**src/rtl/ukucorn_pkg.sv**
```systemverilog
// Shared types and helpers for the FFT peak finder: FSM states, complex word layout, squared magnitude.
package ukucorn_pkg;

  typedef enum logic [1:0] {IDLE, SCAN, DRAIN, DONE} finder_state_t;

  localparam int RE_MSB = 31;
  localparam int IM_MSB = 15;
  localparam int HALF_W = 16;
  localparam int MAG_W  = 32;

  // Worst case (-1.0)^2 + (-1.0)^2 = 2^31, so an unsigned 32-bit sum never wraps.
  function automatic logic [MAG_W-1:0] sq_mag(input logic signed [HALF_W-1:0] re,
                                              input logic signed [HALF_W-1:0] im);
    logic signed [MAG_W-1:0] rr;
    logic signed [MAG_W-1:0] ii;
    rr = re * re;
    ii = im * im;
    return $unsigned(rr) + $unsigned(ii);
  endfunction

endpackage

```
**src/rtl/fft_peak_finder_peak_sorter.sv**
```systemverilog
// K-slot insertion register holding the strongest bins in descending magnitude order.
// One-cycle update; clear wins over a simultaneous insert.
module peak_sorter
  import ukucorn_pkg::*;
#(
  parameter int K  = 4,
  parameter int BW = 8
) (
  input  logic                  clk,
  input  logic                  reset,
  input  logic                  clear,
  input  logic                  in_valid,
  input  logic [MAG_W-1:0]      in_mag,
  input  logic [BW-1:0]         in_bin,
  output logic [K-1:0][BW-1:0]  slot_bin,
  output logic [K-1:0]          slot_valid
);

  logic [K-1:0][MAG_W-1:0] mag_q, mag_d;
  logic [K-1:0][BW-1:0]    bin_q, bin_d;
  logic [K-1:0]            vld_q, vld_d;
  logic [K-1:0]            gt;

  // Slots are sorted and empties hold 0, so gt is a thermometer: once set it stays set downward.
  always_comb begin
    mag_d = mag_q;
    bin_d = bin_q;
    vld_d = vld_q;
    for (int j = 0; j < K; j++) gt[j] = in_mag > mag_q[j];
    if (clear) begin
      mag_d = '0;
      bin_d = '0;
      vld_d = '0;
    end else if (in_valid) begin
      if (gt[0]) begin
        mag_d[0] = in_mag;
        bin_d[0] = in_bin;
        vld_d[0] = 1'b1;
      end
      for (int j = 1; j < K; j++) begin
        if (gt[j-1]) begin
          mag_d[j] = mag_q[j-1];
          bin_d[j] = bin_q[j-1];
          vld_d[j] = vld_q[j-1];
        end else if (gt[j]) begin
          mag_d[j] = in_mag;
          bin_d[j] = in_bin;
          vld_d[j] = 1'b1;
        end
      end
    end
  end

  always_ff @(posedge clk or posedge reset) begin
    if (reset) begin
      mag_q <= '0;
      bin_q <= '0;
      vld_q <= '0;
    end else begin
      mag_q <= mag_d;
      bin_q <= bin_d;
      vld_q <= vld_d;
    end
  end

  assign slot_bin   = bin_q;
  assign slot_valid = vld_q;

endmodule

```
**src/rtl/fft_peak_finder.sv**
```systemverilog
// Scans FFT result bins 1..N/2-1 from the RAM read port and keeps the four strongest by |X|^2.
// Address to sorter update is 3 cycles; done rises N/2+2 edges after the accepted start.
module fft_peak_finder
  import ukucorn_pkg::*;
#(
  parameter int          logN    = 9,
  parameter logic [31:0] MIN_MAG = 32'd0
) (
  input  logic            clk,
  input  logic            reset,
  input  logic            start,
  output logic            rd_en,
  output logic [logN-1:0] rd_addr,
  input  logic [31:0]     rd_data,
  output logic            busy,
  output logic            done,
  output logic [logN-2:0] peak_bin0,
  output logic [logN-2:0] peak_bin1,
  output logic [logN-2:0] peak_bin2,
  output logic [logN-2:0] peak_bin3,
  output logic [3:0]      peak_valid
);

  localparam int              BW        = logN - 1;
  localparam logic [logN-1:0] LAST_ADDR = {1'b0, {BW{1'b1}}};
  localparam logic [BW-1:0]   LAST_BIN  = {BW{1'b1}};

  finder_state_t         state_q, state_d;
  logic [logN-1:0]       addr_q, addr_d;
  logic                  rd_en_q, rd_en_d;
  logic                  clear;
  logic                  v1_q, v2_q;
  logic [BW-1:0]         bin1_q, bin2_q;
  logic [MAG_W-1:0]      mag_q;
  logic [3:0][BW-1:0]    slot_bin;

  always_comb begin
    state_d = state_q;
    addr_d  = addr_q;
    rd_en_d = rd_en_q;
    clear   = 1'b0;
    case (state_q)
      IDLE, DONE: begin
        if (start) begin
          state_d = SCAN;
          clear   = 1'b1;
        end
      end
      SCAN: begin
        if (!rd_en_q) begin
          rd_en_d = 1'b1;
          addr_d  = {{BW{1'b0}}, 1'b1};
        end else if (addr_q == LAST_ADDR) begin
          rd_en_d = 1'b0;
          addr_d  = '0;
          state_d = DRAIN;
        end else begin
          addr_d = addr_q + 1'b1;
        end
      end
      // Leave once the last bin's magnitude is presented; the sorter absorbs it on the same edge.
      DRAIN: begin
        if (v2_q && bin2_q == LAST_BIN) state_d = DONE;
      end
      default: state_d = IDLE;
    endcase
  end

  always_ff @(posedge clk or posedge reset) begin
    if (reset) begin
      state_q <= IDLE;
      addr_q  <= '0;
      rd_en_q <= 1'b0;
    end else begin
      state_q <= state_d;
      addr_q  <= addr_d;
      rd_en_q <= rd_en_d;
    end
  end

  always_ff @(posedge clk or posedge reset) begin
    if (reset) begin
      v1_q   <= 1'b0;
      v2_q   <= 1'b0;
      bin1_q <= '0;
      bin2_q <= '0;
      mag_q  <= '0;
    end else begin
      v1_q   <= rd_en_q;
      bin1_q <= addr_q[BW-1:0];
      v2_q   <= v1_q;
      bin2_q <= bin1_q;
      if (v1_q) mag_q <= sq_mag(rd_data[RE_MSB -: HALF_W], rd_data[IM_MSB -: HALF_W]);
    end
  end

  peak_sorter #(.K(4), .BW(BW)) u_sorter (
    .clk        (clk),
    .reset      (reset),
    .clear      (clear),
    .in_valid   (v2_q && (mag_q > MIN_MAG)),
    .in_mag     (mag_q),
    .in_bin     (bin2_q),
    .slot_bin   (slot_bin),
    .slot_valid (peak_valid)
  );

  assign rd_en     = rd_en_q;
  assign rd_addr   = addr_q;
  assign busy      = (state_q == SCAN) || (state_q == DRAIN);
  assign done      = (state_q == DONE);
  assign peak_bin0 = slot_bin[0];
  assign peak_bin1 = slot_bin[1];
  assign peak_bin2 = slot_bin[2];
  assign peak_bin3 = slot_bin[3];

endmodule

```
**config.mk**
```make
export PLATFORM = sky130hd
export DESIGN_NAME = fft_peak_finder
export DESIGN_NICKNAME = d
export VERILOG_FILES = /design/src/rtl/ukucorn_pkg.sv /design/src/rtl/fft_peak_finder_peak_sorter.sv /design/src/rtl/fft_peak_finder.sv
export SDC_FILE = /design/constraint.sdc
export NUM_CORES = 2
export LEC_CHECK = 0
export BUFFER_PORTS_ARGS = -buffer_cell sky130_fd_sc_hd__buf_2
export CAP_MARGIN = 20
export CORE_UTILIZATION = 56
export CTS_CLUSTER_DIAMETER = 80
export DETAILED_ROUTE_END_ITERATION = 12
export GPL_ROUTABILITY_DRIVEN = 0
export PLACE_DENSITY = 0.87
export RECOVER_POWER = 100
export SYNTH_ARGS = -nofsm -noshare
export SYNTH_HDL_FRONTEND = slang
export SYNTH_SLANG_ARGS = --single-unit
```
**constraint.sdc**
```tcl
create_clock -name clk -period 6.25 [get_ports clk]
set_clock_uncertainty 0.15 [all_clocks]
set_input_delay 0.3125 -clock clk [delete_from_list [all_inputs] [get_ports clk]]
set_output_delay 0.3125 -clock clk [all_outputs]
set_load 0.05 [all_outputs]
```
==> results.txt <==
Worst-skew pair later-pin latency - 0.52 ns
Max-Cap Viols - 1
GRT Util Overall - 29.6%
Critical Path Source Type - input port
Layout area overhead - 15.9%
Hold endpoint - state_q[0]
Row cnt - 85
Root Buffer - clkbuf_16
Worst hold path class - input port to flip-flop
H-tree depth - 1
Post-synth top area cell - fa_1
Vias/cell - 5.93
Storage element area - 5660 sq um
Setup_tns - -11.22 ns
Setup slack, reg-to-reg - 1.84 ns
Failing checks - max-capacitance violations, max-slew violations, negative setup slack
Mapped Area - 30400 sq um
Fillers - 3615
Final-report max-slew violation count - 54
Syn_nets - 3834
Sequential cell area fraction in the yosys report - 18.6%
Hold path startpoint - start
Chip height - 235 um
Initial antenna violation count - 1
Detailed Routing Iterations Pass 1 - 6
Final nets - 4136
Initial cell density of the core - 56.6%
Vias in the first global route - 25640
First-pass GRT wire length - 131000 um
Number of unique standard cell types used by synthesis - 74
Async SR Flop Fraction - 100%
Design area - 35200 sq um
Core ar. - 53700 sq um
WHS - 0.172 ns
Least-Margin Pin Slew - 2.97 ns
Final setup vio count - 19
Crit path DAT - 7.22 ns
Period utilisation layout - 112%
Yosys Warn Count - 0
Min cycle time layout - 6.97 ns
Die W - 235 um
Synth top area cells - fa_1 34%, dfrtp_1 19%, ha_1 12%
Critical Path End Type - flip-flop
Final Util - 65.6%
CTS tree - done
RSZ-0062 raised after global routing - yes
Final Hold Fails - 0
Worst Setup Slack, final - -0.724 ns
Seq cells post-synth - 226
FF-to-FF Start - mag_q[23]
Largest net degree at the start of global routing - 174
Cells after synthesis - 2997
DR vias - 23768
Max Clk Rate - 0.143 GHz
Slew margin rel. - -97.9%
Hold path cells - 3
CTS clk-pin slew, worst paths - 0.06 ns
Dpl hpwl - 63200 um
CP Class - input port to flip-flop
Die area - 55200 sq um
Register-to-Register Path Depth - 11
Clock sinks - 226
Post-route ant nets - 0
Placed cell areas - 33500 sq um
Gr ovfl total - 0
CTS Buf Count - 23
RR Endpoint - u_sorter.slot_bin[21]
Avg Inst Size Synth - 10.1 sq um
Post-route DRC - 0
Synth Flop Type - dfrtp_1
Crit Path Max Fanout - 11
Iteration-0 DRC Markers - 2053
Critical Path RT - 6.50 ns
# IOs - 83
Layout cells sized above 1 - 20.2%
Status - finished, violations left
Multi-input logic area - 22100 sq um
Routed len/inst - 21.2 um
Share of the synthesized area in the top cell type - 34.2%
Port buffer count - 82
Number of flops mapped to enable cells by yosys - 0
Clk buf depth - 3
Total Routed Length - 85000 um
## worst max path at each step
stage,start,slack (ns),end,depth (start not counted)
after floorplan,rd_data[14],-0.88,mag_q[31],25
after global placement,rd_data[24],-1.10,mag_q[31],25
after detailed placement,rd_data[6],-1.31,mag_q[31],24
after CTS,rd_data[2],-0.52,mag_q[31],26
after global routing,rd_data[3],-0.88,mag_q[18],26
final,rd_data[3],-0.72,mag_q[18],26
## layout make-up
cell class	count	area share [%]
diodes	1	0.00711
flip-flops and latches	226	16.1
multi-input cells	1899	62.6
well taps	696	2.47
repair buffers	382	8.49
inverters	767	8.26
clock buffers	35	1.93
clock inverters	5	0.142
## flip-flops by register name, indices dropped and copies added, names as in the netlist
name,cells
u_sorter.slot_valid,4
u_sorter.mag_q,128
bin1_q,8
v1_q,1
state_q,2
mag_q,32
v2_q,1
rd_en,1
u_sorter.slot_bin,32
rd_addr,9
bin2_q,8
## per-stage QoR
stage          setup slack (ns)  cells
6_report                 -0.724   4011
5_1_grt                  -0.884   4010
4_1_cts                  -0.519   3995
3_5_place_dp              -1.31   3937
3_3_place_gp              -1.10   3936
2_1_floorplan            -0.876   2997
## placed cells by master, fill, tap and decap left out, types with 59 or more instances in the layout
cell type / instances
inv_1: 720
and2_1: 126
ha_1: 269
nand2_1: 137
dfrtp_1: 226
buf_4: 282
fa_1: 494
nand3_1: 59
a221o_1: 82
nor2_1: 61
## worst max-delay path: stages
cell,delay (ns)
buf_6,0.13
buf_6,0.16
and2_4,0.16
fa_1,0.55
inv_1,0.06
fa_1,0.52
inv_2,0.05
fa_1,0.56
fa_1,0.44
fa_1,0.56
fa_1,0.44
fa_1,0.52
inv_2,0.05
fa_1,0.53
inv_2,0.06
ha_4,0.27
buf_4,0.15
nand3_4,0.11
a2111oi_4,0.45
buf_4,0.19
nor3_2,0.04
nand2b_4,0.16
o21ai_1,0.17
a21oi_1,0.11
xnor2_1,0.17
mux2_2,0.29
## timing repair
action	CTS	global route
hold endpoints to repair	53	0
resized for setup	147	87
endpoints found under the setup margin	19	19
pin swaps	59	74
setup buffers	17	15
hold buffers	1	0
## routing by layer
| metal | routed length (um) | global-route usage, % | vias up |
|---|---|---|---|
| met1 | 30600 | 35.7 | 11947 |
| li1 | - | - | 10110 |
| met3 | 6970 | 4.73 | 425 |
| met4 | 5620 | 14.8 | 2 |
| met5 | 15 | 0 | - |
| met2 | 41800 | 51.4 | 1284 |
## cells by family after synthesis
kind of cell    share of synthesized area, %
fa+ha+maj                               45.8
xor+xnor                                1.87
simple gates                            9.71
compound gates                          10.2
mux                                     2.45
buf+inv                                 11.3
other cells                           0.0123
flops                                   18.6
## cells in the mapped netlist, types with 3 or more instances
| cell type | count |
|---|---|
| a21oi_1 | 57 |
| a31o_2 | 4 |
| ha_1 | 283 |
| and2_1 | 137 |
| nor2b_1 | 26 |
| a21o_1 | 46 |
| and3_1 | 5 |
| a211o_1 | 3 |
| or2_2 | 3 |
| mux2_2 | 36 |
| clkbuf_1 | 63 |
| o211ai_1 | 3 |
| nor2_1 | 76 |
| inv_1 | 765 |
| a31oi_1 | 9 |
| nand2_1 | 164 |
| nor4_1 | 42 |
| buf_4 | 11 |
| buf_2 | 18 |
| nand3_1 | 61 |
| buf_1 | 4 |
| o21ai_0 | 41 |
| a221o_1 | 82 |
| xor2_1 | 13 |
| o21a_1 | 13 |
| a22o_1 | 40 |
| mux2i_1 | 34 |
| nand4_1 | 32 |
| a211oi_1 | 5 |
| fa_1 | 519 |
| xnor2_1 | 52 |
| nor3_1 | 12 |
| nand2b_1 | 12 |
| buf_6 | 5 |
| or3_1 | 4 |
| a41o_1 | 3 |
| dfrtp_1 | 226 |
| o31ai_1 | 19 |
| a32o_1 | 3 |
| o31ai_2 | 19 |
Power is left out: the tool's default activity adds up to more than one toggle a clock period on the data nets, which glitch-free logic cannot reach.
